### src/rtl/buffer_read_address_generator_if.sv
// Handshake and configuration bundle between the read address generator and its
// controller/datapath.
interface buffer_read_address_generator_if #(
    parameter int unsigned BUFFER_ADDRESS_WIDTH = 10,
    parameter int unsigned DIM_WIDTH            = 8
);
    localparam int unsigned COUNT_WIDTH = 16;

    logic                            start_i;
    logic [DIM_WIDTH-1:0]            rows_i;
    logic [DIM_WIDTH-1:0]            cols_i;
    logic [DIM_WIDTH-1:0]            repeat_i;
    logic [COUNT_WIDTH-1:0]          write_count_i;
    logic                            addr_ready_i;
    logic                            addr_valid_o;
    logic [BUFFER_ADDRESS_WIDTH-1:0] address_o;
    logic                            last_o;
    logic                            done_o;
    logic                            busy_o;

    modport master (
        output start_i, rows_i, cols_i, repeat_i, write_count_i, addr_ready_i,
        input  addr_valid_o, address_o, last_o, done_o, busy_o
    );

    modport slave (
        input  start_i, rows_i, cols_i, repeat_i, write_count_i, addr_ready_i,
        output addr_valid_o, address_o, last_o, done_o, busy_o
    );
endinterface

### src/rtl/buffer_read_address_generator.sv
// Walks a row-major operand matrix, replaying each row once per output column,
// and stalls on entries the writer has not produced yet.
module buffer_read_address_generator #(
    parameter int unsigned BUFFER_ADDRESS_WIDTH = 10,
    parameter int unsigned DIM_WIDTH            = 8
) (
    input  logic clk,
    input  logic reset_n,
    buffer_read_address_generator_if.slave bus
);
    localparam int unsigned COUNT_WIDTH = 16;

    typedef enum logic [1:0] {
        IDLE = 2'd0,
        RUN  = 2'd1,
        DONE = 2'd2
    } state_t;

    state_t                 state;
    logic [DIM_WIDTH-1:0]   rows_q;
    logic [DIM_WIDTH-1:0]   cols_q;
    logic [DIM_WIDTH-1:0]   repeat_q;
    logic [DIM_WIDTH-1:0]   col_cnt;
    logic [DIM_WIDTH-1:0]   rep_cnt;
    logic [DIM_WIDTH-1:0]   row_cnt;
    logic [COUNT_WIDTH-1:0] row_base;
    logic                   done_q;
    logic                   busy_q;

    logic [COUNT_WIDTH-1:0] lin_c;
    logic                   addr_valid_c;
    logic                   fire_c;
    logic                   col_last_c;
    logic                   rep_last_c;
    logic                   row_last_c;
    logic                   dims_ok_c;

    // Position decode; valid gates on the writer having produced this entry.
    always_comb begin
        lin_c        = row_base + COUNT_WIDTH'(col_cnt);
        col_last_c   = (col_cnt == cols_q - DIM_WIDTH'(1));
        rep_last_c   = (rep_cnt == repeat_q - DIM_WIDTH'(1));
        row_last_c   = (row_cnt == rows_q - DIM_WIDTH'(1));
        addr_valid_c = (state == RUN) && (lin_c < bus.write_count_i);
        fire_c       = addr_valid_c && bus.addr_ready_i;
        dims_ok_c    = (bus.rows_i != '0) && (bus.cols_i != '0) && (bus.repeat_i != '0);
    end

    assign bus.addr_valid_o = addr_valid_c;
    assign bus.address_o    = lin_c[BUFFER_ADDRESS_WIDTH-1:0];
    assign bus.last_o       = addr_valid_c && col_last_c;
    assign bus.done_o       = done_q;
    assign bus.busy_o       = busy_q;

    // Control FSM and walk counters; counters advance only on an accepted address.
    always_ff @(posedge clk or negedge reset_n) begin
        if (!reset_n) begin
            state    <= IDLE;
            rows_q   <= '0;
            cols_q   <= '0;
            repeat_q <= '0;
            col_cnt  <= '0;
            rep_cnt  <= '0;
            row_cnt  <= '0;
            row_base <= '0;
            done_q   <= 1'b0;
            busy_q   <= 1'b0;
        end else begin
            case (state)
                IDLE: begin
                    done_q <= 1'b0;
                    if (bus.start_i) begin
                        busy_q <= 1'b1;
                        if (dims_ok_c) begin
                            state    <= RUN;
                            rows_q   <= bus.rows_i;
                            cols_q   <= bus.cols_i;
                            repeat_q <= bus.repeat_i;
                            col_cnt  <= '0;
                            rep_cnt  <= '0;
                            row_cnt  <= '0;
                            row_base <= '0;
                        end else begin
                            state  <= DONE;
                            done_q <= 1'b1;
                        end
                    end
                end
                RUN: begin
                    if (fire_c) begin
                        if (col_last_c) begin
                            col_cnt <= '0;
                            if (rep_last_c) begin
                                rep_cnt  <= '0;
                                row_cnt  <= row_cnt + DIM_WIDTH'(1);
                                row_base <= row_base + COUNT_WIDTH'(cols_q);
                                if (row_last_c) begin
                                    state  <= DONE;
                                    done_q <= 1'b1;
                                end
                            end else begin
                                rep_cnt <= rep_cnt + DIM_WIDTH'(1);
                            end
                        end else begin
                            col_cnt <= col_cnt + DIM_WIDTH'(1);
                        end
                    end
                end
                DONE: begin
                    state  <= IDLE;
                    done_q <= 1'b0;
                    busy_q <= 1'b0;
                end
                default: begin
                    state  <= IDLE;
                    done_q <= 1'b0;
                    busy_q <= 1'b0;
                end
            endcase
        end
    end
endmodule

### src/flat_wrapper.sv
// flat-port wrapper written by rule: the top's interface ports become plain ports
module buffer_read_address_generator_flat 
#(
    parameter int unsigned BUFFER_ADDRESS_WIDTH = 10,
    parameter int unsigned DIM_WIDTH            = 8
)
  (clk, reset_n, bus_start_i, bus_rows_i, bus_cols_i, bus_repeat_i, bus_write_count_i, bus_addr_ready_i, bus_addr_valid_o, bus_address_o, bus_last_o, bus_done_o, bus_busy_o);
  buffer_read_address_generator_if #(.BUFFER_ADDRESS_WIDTH(BUFFER_ADDRESS_WIDTH), .DIM_WIDTH(DIM_WIDTH)) bus_i ();
  input  logic clk;
  input  logic reset_n;
  input wire logic [$bits(bus_i.start_i)-1:0] bus_start_i;
  input wire logic [$bits(bus_i.rows_i)-1:0] bus_rows_i;
  input wire logic [$bits(bus_i.cols_i)-1:0] bus_cols_i;
  input wire logic [$bits(bus_i.repeat_i)-1:0] bus_repeat_i;
  input wire logic [$bits(bus_i.write_count_i)-1:0] bus_write_count_i;
  input wire logic [$bits(bus_i.addr_ready_i)-1:0] bus_addr_ready_i;
  output wire logic [$bits(bus_i.addr_valid_o)-1:0] bus_addr_valid_o;
  output wire logic [$bits(bus_i.address_o)-1:0] bus_address_o;
  output wire logic [$bits(bus_i.last_o)-1:0] bus_last_o;
  output wire logic [$bits(bus_i.done_o)-1:0] bus_done_o;
  output wire logic [$bits(bus_i.busy_o)-1:0] bus_busy_o;
  assign bus_i.start_i = bus_start_i;
  assign bus_i.rows_i = bus_rows_i;
  assign bus_i.cols_i = bus_cols_i;
  assign bus_i.repeat_i = bus_repeat_i;
  assign bus_i.write_count_i = bus_write_count_i;
  assign bus_i.addr_ready_i = bus_addr_ready_i;
  assign bus_addr_valid_o = bus_i.addr_valid_o;
  assign bus_address_o = bus_i.address_o;
  assign bus_last_o = bus_i.last_o;
  assign bus_done_o = bus_i.done_o;
  assign bus_busy_o = bus_i.busy_o;
  buffer_read_address_generator #(.BUFFER_ADDRESS_WIDTH(BUFFER_ADDRESS_WIDTH), .DIM_WIDTH(DIM_WIDTH)) u_core (.clk(clk), .reset_n(reset_n), .bus(bus_i));
endmodule
### config.mk
export PLATFORM = sky130hd
export DESIGN_NAME = buffer_read_address_generator_flat
export DESIGN_NICKNAME = d
export VERILOG_FILES = /design/src/rtl/buffer_read_address_generator_if.sv /design/src/rtl/buffer_read_address_generator.sv /design/src/flat_wrapper.sv
export SDC_FILE = /design/constraint.sdc
export NUM_CORES = 1
export LEC_CHECK = 0
export CELL_PAD_IN_SITES_DETAIL_PLACEMENT = 0
export CELL_PAD_IN_SITES_GLOBAL_PLACEMENT = 1
export CORE_ASPECT_RATIO = 1.2
export CORE_MARGIN = 5
export CORE_UTILIZATION = 30
export DETAILED_ROUTE_END_ITERATION = 16
export HOLD_SLACK_MARGIN = 0.12
export PLACE_DENSITY_LB_ADDON = 0.1
export SLEW_MARGIN = 20
export SYNTH_ARGS = -nofsm -noshare
export SYNTH_HDL_FRONTEND = slang
export SYNTH_SLANG_ARGS = --single-unit
### constraint.sdc
create_clock -name clk -period 4.6 [get_ports clk]
set_input_delay 1.38 -clock clk [delete_from_list [all_inputs] [get_ports clk]]
set_output_delay 1.38 -clock clk [all_outputs]
set_load 0.1 [all_outputs]
==> results of run 1 <==
==> sequential cells by signal (all words and copies together) (netlist names) <==
name               cells
u_core.rows_q          8
u_core.bus.busy_o      1
u_core.state           2
u_core.cols_q          8
u_core.row_cnt         8
u_core.row_base       16
u_core.col_cnt         8
u_core.rep_cnt         8
u_core.repeat_q        8
u_core.bus.done_o      1
==> cells in the mapped netlist, drive strengths merged (17+ instances only) <==
| cell | instances |
|---|---|
| dfrtp | 68 |
| o21ai | 47 |
| inv | 42 |
| ha | 37 |
| nand2 | 34 |
| xnor2 | 31 |
| a21oi | 23 |
| nor2 | 22 |
| clkbuf | 20 |
| mux2 | 19 |
| nor4 | 17 |
==> layout make-up <==
type	instances	area, µm²	share of cell area, %
Multi-Input combinational cell	430	3362	48.80
Clock buffer	13	260.3	3.778
Timing Repair Buffer	121	1127	16.36
Sequential cell	68	1702	24.70
Tap cell	216	270.3	3.923
Inverter	42	157.7	2.288
Clock inverter	2	10.01	0.1453
==> power groups by stage <==
stage | logic, mW | registers (mW) | clock network [mW]
final | 0.998 | 0.737 | 0.645
after global routing | 1.09 | 0.750 | 0.687
after CTS | 0.998 | 0.741 | 0.668
after detailed placement | 0.988 | 0.752 | 0
after global placement | 0.981 | 0.750 | 0
after floorplan | 0.656 | 0.744 | 0
==> critical path, cell delays in order, from the launching register on <==
cell	delay (ns)
dfrtp_1	0.39
ha_1	0.29
a21o_1	0.19
a21oi_2	0.16
o21ai_2	0.08
a211o_1	0.30
a41oi_4	0.24
nand2b_4	0.19
xnor2_1	0.07
ha_1	0.30
nand4_1	0.11
or3_4	0.38
or4_4	0.42
and3_4	0.21
and2_4	0.14
buf_12	0.16
==> final timing paths <==
| path | startpoint | to | slack (ns) |
|---|---|---|---|
| max | u_core.row_base[1] | bus_last_o | -0.75 |
| max reg2reg | u_core.row_base[1] | u_core.row_cnt[0] | 0.23 |
| min reg2reg | u_core.state[1] | u_core.bus.busy_o | 0.50 |
| min in group asynchronous | reset_n | u_core.rep_cnt[7] | 1.26 |
| min | u_core.state[1] | u_core.bus.busy_o | 0.50 |
| max in group asynchronous | reset_n | u_core.col_cnt[6] | 2.75 |
==> timing repair <==
item                                   CTS  global route
endpoints found under the hold margin    0             0
setup endpoints to repair                2            42
gates resized for setup                  5            12
pin swaps                                6             3
gates cloned                             0             1
buffers inserted                         3             3
hold buffers                             0             0
==> kinds of logic (layout without fill, tap and decap cells) <==
logic type | Yosys count | after routing | synth area share [%]
flops | 68 | 68 | 33.23
simple gates | 174 | 174 | 19.08
compound gates | 151 | 151 | 20.30
xor+xnor | 47 | 47 | 8.307
mux | 19 | 19 | 4.178
buf+inv | 65 | 178 | 5.082
fa+ha+maj | 39 | 39 | 9.822
==> cells in the final DEF, fill, tap and decap left out, drive strengths merged, types with 11 or more instances in the layout <==
cell type	count
nand4	13
mux2	19
o31ai	11
inv	42
nand2	34
nor3	15
xnor2	31
buf	75
dfrtp	68
xor2	15
a21oi	23
nand3	15
nand2b	12
nor2	22
o21ai	47
clkdlybuf4s50	45
ha	37
clkbuf	14
nor4	17
a21o	11
==> through the flow <==
step	setup WS [ns]	area (µm²)	hold slack, ns
floorplan	-0.8341	5253	0.4594
finish	-0.7477	6889	0.5035
global placement	-0.4900	6474	0.4950
detailed placement	-0.5159	6474	0.4985
CTS	-0.8546	6777	0.5083
global route	-0.9462	6889	0.5286
==> metal layers <==
layer,up-vias,wire length (µm)
met5,-,0
met4,0,510
met3,28,553
met2,96,7215
met1,2195,6292
li1,2306,-
==> results.py, run 1 <==
metrics = {
    "status": {
        "status": "finished, violations left",
        "violations": "setup timing",
    },
    "timing": {
        "relSlewSlack_pct": 35.45,
        "fmax_mhz": 187.0,
        "fin_tns_setup_ns": -1.490,
        "min_period_ns": 5.348,
        "skew_ns": 0.007986,
        "setup_viol": 2,
        "hold_violations": 0,
        "tightestPinTransition_ns": 0.9652,
        "finalCritPeriodShare_pct": 116.3,
        "finalMaxSlewViolations": 0,
        "rsz0062_at_grt": "true",
        "setup_slack_ns": -0.7477,
    },
    "clock_network": {
        "cts_buffer_depth": 2,
        "cts-buffers-inserted": 9,
        "clock_sinks": 68,
        "htreeDepth": 3,
        "tritoncts": "yes",
        "clk_root_buffer_cell": "clkbuf_16",
        "clk_pin_slew_ns": 0.06,
        "insertion_delay_ns": 0.34,
    },
    "floorplanning": {
        "io_pins": 58,
        "dieWidth_um": 129.3,
        "die_area_um2": 19790,
        "start_util_pct": 30.39,
        "rows": 52,
        "die_y_um": 153.1,
        "design.core.area_um2": 16850,
    },
    "power_and_ir_drop": {
        "total_power_mw": 2.380,
        "power_density_nw_per_um2": 345.5,
        "p_leak_nw": 3.017,
        "power.internal_mw": 1.445,
        "switching_share_pct": 39.29,
        "seqPwrFrac_pct": 31.0,
        "clkPwrFrac_pct": 27.1,
        "switchingPower_mw": 0.9351,
        "combPwrFrac_pct": 41.9,
        "ir_worst_vdd_mv": 0.1689,
    },
    "grt": {
        "top_usage_layer": "met2",
        "grt_pass1_vias": 4806,
        "grt.total_usage_pct": 15.35,
        "grt_max_degree": 69,
        "met3_usage_pct": 2.478,
        "grt_pass1_wl_um": 24100,
        "grt-ovfl-total": 0,
        "antenna_found_initial": 0,
        "grtUsageMet1_pct": 19.12,
        "use_met2_pct": 25.64,
    },
    "placed_design": {
        "portBuffers": 57,
        "place_congestion": 0.7689,
        "placed_cells": 870,
        "post-dp-hpwl_um": 11020,
    },
    "critical_path": {
        "arrival_ns": 3.97,
        "crit_fanout": 4,
        "critical_path_class": "flop to primary output",
        "reg2regPathDepth": 19,
        "worstSetupEndpointType": "primary output",
        "required_ns": 3.22,
        "start_kind": "flop",
    },
    "run": {
        "cap_violations": 0,
    },
    "layout": {
        "area_delta_synth_final_pct": 34.52,
        "antenna_cells": 0,
        "postLayoutCoreUtil_pct": 40.88,
        "drive_above_1_share_pct": 22.19,
        "fin_nets": 755,
        "fillers": 1705,
        "final_cell_count_no_fill": 892,
    },
    "synth": {
        "ys.flop_type": "dfrtp_1",
        "synth_top_area_share_pct": 33.23,
        "yosys.area.top_type": "dfrtp_1",
        "ys.warnings.count": 0,
        "synth_cell_types": 65,
        "netlist_top_cells_area": "dfrtp_1, ha_1, xnor2_1",
        "synth-seq-cells": 68,
        "ys_seq_area_share_pct": 33.23,
        "syn_inst": 563,
        "synthesis.area_um2": 5121,
        "syn_avg_cell_area_um2": 9.096,
        "async_flop_share_pct": 100.0,
        "synth_nets": 646,
        "synth_edf_count": 0,
    },
    "routing": {
        "postRouteAntennaNets": 0,
        "wl_per_cell_um": 16.34,
        "vias_per_cell": 5.185,
        "drc_errors": 0,
        "vias": 4625,
        "firstDrtPassIters": 5,
        "first_iter_violations": 271,
        "wl_um": 14570,
    },
    "hold_path": {
        "min_path_cells": 1,
        "hp-class": "flop to flop",
    },
}
Note: power is estimated with default switching activity, not from simulation.
==> run 2: changes to the inputs <==
--- a/config.mk
+++ b/config.mk
@@ -10,6 +10,7 @@
 export CORE_ASPECT_RATIO = 1.2
 export CORE_MARGIN = 5
 export CORE_UTILIZATION = 30
+export CTS_BUF_LIST = sky130_fd_sc_hd__clkbuf_4
 export DETAILED_ROUTE_END_ITERATION = 16
 export HOLD_SLACK_MARGIN = 0.12
 export PLACE_DENSITY_LB_ADDON = 0.1
@@ -17,3 +18,4 @@
 export SYNTH_ARGS = -nofsm -noshare
 export SYNTH_HDL_FRONTEND = slang
 export SYNTH_SLANG_ARGS = --single-unit
+export TNS_END_PERCENT = 5
==> results.py, run 2 (synthesized netlist as in run 1, its figures left out) <==
metrics = {
    "floorplanning": {
        "start_util_pct": 30.39,
        "design.core.area_um2": 16850,
        "die_area_um2": 19790,
        "dieWidth_um": 129.3,
        "rows": 52,
        "io_pins": 58,
        "die_y_um": 153.1,
    },
    "critical_path": {
        "required_ns": 3.22,
        "reg2regPathDepth": 18,
        "worstSetupEndpointType": "primary output",
        "critical_path_class": "flop to primary output",
        "start_kind": "flop",
        "crit_fanout": 4,
        "arrival_ns": 4.08,
    },
    "routing": {
        "vias": 4602,
        "wl_um": 14400,
        "vias_per_cell": 5.177,
        "wl_per_cell_um": 16.20,
        "firstDrtPassIters": 4,
        "first_iter_violations": 257,
        "drc_errors": 0,
        "postRouteAntennaNets": 0,
    },
    "clock_network": {
        "tritoncts": "yes",
        "cts-buffers-inserted": 9,
        "htreeDepth": 3,
        "clock_sinks": 68,
        "insertion_delay_ns": 0.44,
        "clk_pin_slew_ns": 0.11,
        "clk_root_buffer_cell": "clkbuf_4",
        "cts_buffer_depth": 2,
    },
    "power_and_ir_drop": {
        "total_power_mw": 2.061,
        "ir_worst_vdd_mv": 0.1449,
        "combPwrFrac_pct": 48.2,
        "switching_share_pct": 43.36,
        "power_density_nw_per_um2": 309.0,
        "power.internal_mw": 1.168,
        "switchingPower_mw": 0.8939,
        "p_leak_nw": 2.918,
        "seqPwrFrac_pct": 35.6,
        "clkPwrFrac_pct": 16.2,
    },
    "run": {
        "cap_violations": 0,
    },
    "layout": {
        "mostFrequentLayoutCell": "dfrtp_1",
        "largest_register": "u_core.row_base",
        "fillers": 1731,
        "largest_reg_flops": 16,
        "final_cell_mix": "dfrtp_1, buf_4, clkdlybuf4s50_1",
        "postLayoutCoreUtil_pct": 39.59,
        "final_cell_count_no_fill": 889,
        "post-route-cell-area_um2": 6671,
        "area_delta_synth_final_pct": 30.27,
        "fin_nets": 751,
        "drive_above_1_share_pct": 21.43,
    },
    "timing": {
        "finalCritPeriodShare_pct": 118.7,
        "hold_violations": 0,
        "skew_ns": 0.01952,
        "min_period_ns": 5.459,
        "setup_slack_ns": -0.8586,
        "setup_viol": 2,
        "tightestPinTransition_ns": 0.9652,
        "relSlewSlack_pct": 35.45,
        "rsz0062_at_grt": "true",
        "fmax_mhz": 183.2,
        "finalMaxSlewViolations": 0,
    },
    "grt": {
        "grt_pass1_vias": 4759,
        "antenna_found_initial": 1,
        "grt.total_usage_pct": 15.31,
        "grt-ovfl-total": 0,
        "grt_max_degree": 69,
        "grt_pass1_wl_um": 24070,
    },
    "hold_path": {
        "min_path_cells": 1,
        "hp-class": "flop to flop",
    },
    "placed_design": {
        "placed_cells": 870,
        "placed_area_um2": 6474,
        "portBuffers": 57,
        "place_congestion": 0.7689,
        "post-dp-hpwl_um": 11020,
    },
    "status": {
        "violations": "setup timing",
        "status": "finished, violations left",
    },
}
[run 2: path summary, 6_finish.rpt]
| path | from | to | slack, ns |
|---|---|---|---|
| max | u_core.row_base[1] | bus_last_o | -0.86 |
| min | u_core.state[1] | u_core.bus.busy_o | 0.51 |
| max reg2reg | u_core.row_base[1] | u_core.rep_cnt[0] | 0.25 |
| min reg2reg | u_core.state[1] | u_core.bus.busy_o | 0.51 |
| max in group asynchronous | reset_n | u_core.repeat_q[2] | 2.86 |
| min in group asynchronous | reset_n | u_core.rep_cnt[7] | 1.16 |
[run 2: repair_timing]
item	4_1_cts	5_1_grt
pin swaps	6	3
setup endpoints to repair	2	42
buffers inserted	2	1
hold buffers	0	0
resized for setup	3	12
[run 2: per-layer routing]
metal,global-route usage (%),up-vias,wire length (µm)
li1,-,2295,-
met1,19.04,2199,6280
met2,25.64,85,7169
met3,2.932,23,504
met4,6.553,0,447
met5,0,-,0
[run 2: final cells by class]
class,instances,area [µm²],area share (%)
sequential,68,1702,25.51
clock buffer,11,82.58,1.238
antenna,1,2.502,0.03751
inverter,42,157.7,2.363
tap,216,270.3,4.051
clock inverter,4,17.52,0.2626
timing repair buffer,117,1080,16.19
multi-input combinational,430,3359,50.36
[run 2: per-stage QoR]
stage	worst slack [ns]	hold WS (ns)	setup TNS (ns)
6_report	-0.8586	0.5133	-1.708
5_1_grt	-1.106	0.5384	-2.215
4_1_cts	-0.9987	0.5178	-1.987
3_5_place_dp	-0.5159	0.4985	-1.020
3_3_place_gp	-0.4900	0.4950	-0.9704
2_1_floorplan	-0.8341	0.4594	-1.388
[run 2: power groups by stage]
stage	Sequential [mW]	Combinational, mW	Clock, mW
5_1_grt	0.748	1.09	0.379
3_3_place_gp	0.750	0.981	0
3_5_place_dp	0.752	0.988	0
6_report	0.734	0.993	0.334
4_1_cts	0.740	0.995	0.358
2_1_floorplan	0.744	0.656	0
[run 2: critical path, stage by stage, from the launching register on]
cell	delay, ns
dfrtp_1	0.41
ha_1	0.29
a21o_1	0.19
a21oi_2	0.15
o21ai_2	0.08
a211o_1	0.30
a41oi_4	0.24
nand2b_4	0.18
xnor2_1	0.06
ha_1	0.30
nand4_1	0.11
or3_4	0.38
or4_4	0.42
and3_4	0.21
and2_4	0.14
buf_12	0.16
==> run 3: changes to the inputs <==
--- a/config.mk
+++ b/config.mk
@@ -9,9 +9,10 @@
 export CELL_PAD_IN_SITES_GLOBAL_PLACEMENT = 1
 export CORE_ASPECT_RATIO = 1.2
 export CORE_MARGIN = 5
-export CORE_UTILIZATION = 30
+export CORE_UTILIZATION = 41
 export CTS_BUF_LIST = sky130_fd_sc_hd__clkbuf_4
 export DETAILED_ROUTE_END_ITERATION = 16
+export GPL_TIMING_DRIVEN = 0
 export HOLD_SLACK_MARGIN = 0.12
 export PLACE_DENSITY_LB_ADDON = 0.1
 export SLEW_MARGIN = 20
==> results.py, run 3 (synthesized netlist as in run 1, its figures left out) <==
metrics = {
    "floorplanning": {
        "rows": 44,
        "io_pins": 58,
        "start_util_pct": 42.09,
        "design.core.area_um2": 12170,
        "die_y_um": 132.4,
        "dieWidth_um": 112.0,
        "die_area_um2": 14840,
    },
    "clock_network": {
        "cts_buffer_depth": 2,
        "htreeDepth": 3,
        "hold_buffers": 0,
        "clk_root_buffer_cell": "clkbuf_4",
        "clock_sinks": 68,
        "clk_pin_slew_ns": 0.14,
        "cts-buffers-inserted": 9,
        "tritoncts": "yes",
        "insertion_delay_ns": 0.44,
    },
    "layout": {
        "final_cell_mix": "dfrtp_1, clkdlybuf4s50_1, o21ai_0",
        "ff_latch_area_um2": 1707,
        "largest_register": "u_core.row_base",
        "drive_above_1_share_pct": 17.43,
        "largest_reg_flops": 16,
        "fin_nets": 732,
        "multi_input_area_um2": 3390,
        "fillers": 1150,
        "area_delta_synth_final_pct": 26.53,
        "mostFrequentLayoutCell": "dfrtp_1",
    },
    "power_and_ir_drop": {
        "power_density_nw_per_um2": 327.8,
        "ir_worst_vdd_mv": 0.3433,
        "total_power_mw": 2.124,
        "p_leak_nw": 2.754,
    },
    "grt": {
        "grt_pass1_vias": 4560,
        "grt_pass1_wl_um": 23380,
        "grt.total_usage_pct": 19.49,
        "grt_max_degree": 37,
        "grt-ovfl-total": 0,
        "antenna_found_initial": 1,
    },
    "hold_path": {
        "min_path_cells": 1,
        "hp-start": "u_core.state[1]",
        "hp-class": "flop to flop",
        "hold_path_end": "u_core.bus.busy_o",
    },
    "timing": {
        "timing.hold.ws_ns": 0.5158,
        "rsz0062_at_grt": "true",
        "setup_slack_ns": -1.039,
        "relSlewSlack_pct": 34.98,
        "tightestPinTransition_ns": 0.9723,
        "setup_viol": 9,
        "finalCritPeriodShare_pct": 122.6,
        "min_period_ns": 5.639,
        "fmax_mhz": 177.3,
        "hold_violations": 0,
        "finalMaxSlewViolations": 0,
        "skew_ns": 0.02242,
    },
    "critical_path": {
        "required_ns": 3.22,
        "worstSetupEndpointType": "primary output",
        "reg2regPathDepth": 18,
        "critical_path_class": "flop to primary output",
        "reg2reg_slack_ns": -0.08,
        "crit_fanout": 4,
        "start_kind": "flop",
        "reg2reg_to": "u_core.row_cnt[6]",
        "arrival_ns": 4.26,
        "timing.rr.start": "u_core.row_base[1]",
        "crit_start": "u_core.row_base[1]",
    },
    "status": {
        "violations": "setup timing",
        "status": "finished, violations left",
    },
    "placed_design": {
        "post-dp-hpwl_um": 10800,
        "place_congestion": 0.8119,
        "portBuffers": 57,
    },
    "routing": {
        "vias_per_cell": 5.635,
        "drc_errors": 0,
        "first_iter_violations": 180,
        "wl_um": 14440,
        "firstDrtPassIters": 4,
        "vias": 4598,
        "postRouteAntennaNets": 0,
        "wl_per_cell_um": 17.70,
    },
    "run": {
        "cap_violations": 0,
    },
}
run 3: cell types whose count changed in the layout (fill, tap and decap cells not counted), sizes merged:
| cell | before | now |
|---|---|---|
| buf | 72 | 25 |
| bufinv | 0 | 2 |
| clkbuf | 11 | 29 |
| clkdlybuf4s15 | 0 | 4 |
| clkdlybuf4s50 | 45 | 48 |
| clkinv | 4 | 3 |
| clkinvlp | 0 | 1 |
| dlygate4sd2 | 0 | 1 |
| inv | 42 | 43 |
run 3: area by class of cell:
| class | instances | share of cell area, % |
|---|---|---|
| well taps | 161 | 3.109 |
| multi-input cells | 430 | 52.31 |
| diodes | 1 | 0.03862 |
| clock buffers | 9 | 1.043 |
| flip-flops and latches | 68 | 26.34 |
| clock inverters | 7 | 1.390 |
| repair buffers | 75 | 11.62 |
| plain buffers | 23 | 1.718 |
| inverters | 42 | 2.433 |
run 3: repair_timing:
| item | CTS | global route |
|---|---|---|
| endpoints found under the setup margin | 46 | 46 |
| resized for setup | 50 | 15 |
| pin swaps | 9 | 15 |
| buffers inserted | 14 | 3 |
run 3: metrics by stage:
step                util [%]  area [µm²]  worst slack [ns]  instances  setup TNS, ns
CTS                    52.29        6362            -1.175        812         -4.752
detailed placement     49.66        6042            -1.679        782         -15.90
floorplan                  -        5253           -0.8341        563         -1.388
finish                 53.26        6480            -1.039        816         -2.330
global route           53.26        6480            -1.224        816         -8.287
global placement       49.52        6025            -1.632        781         -35.64
run 3: where the power goes:
group | total (mW) | switching (mW) | internal (mW)
clock network | 0.460 | 0.241 | 0.219
logic | 0.898 | 0.559 | 0.339
registers | 0.767 | 0.108 | 0.659
total | 2.12 | 0.908 | 1.22
run 3: routing by layer:
layer / track usage (%) / vias up / share of wire, %
met2: 35.00 / 91 / 52
met1: 24.15 / 2239 / 44
met5: 0 / - / 0
met3: 2.832 / 16 / 3.0
met4: 5.812 / 0 / 1.4
li1: - / 2252 / -
run 3: how the worst max path moves through the flow:
stage / cells after the start / to
2_1_floorplan: 14 / bus_last_o
3_3_place_gp: 17 / bus_last_o
3_5_place_dp: 17 / bus_last_o
4_1_cts: 17 / bus_last_o
5_1_grt: 15 / bus_last_o
6_report: 15 / bus_last_o
run 3: worst max-delay path: stages, from the launching register on:
cell and delay (ns):
dfrtp_2 0.46, ha_4 0.24, a21o_1 0.17, a21oi_2 0.16, o21ai_2 0.09, a211o_1 0.35, a41oi_4 0.32, nor2_4 0.09
xor2_4 0.16, ha_4 0.29, nand4_1 0.15, or3_1 0.39, or4_4 0.43, and3_4 0.22, and2_4 0.14, buf_12 0.16
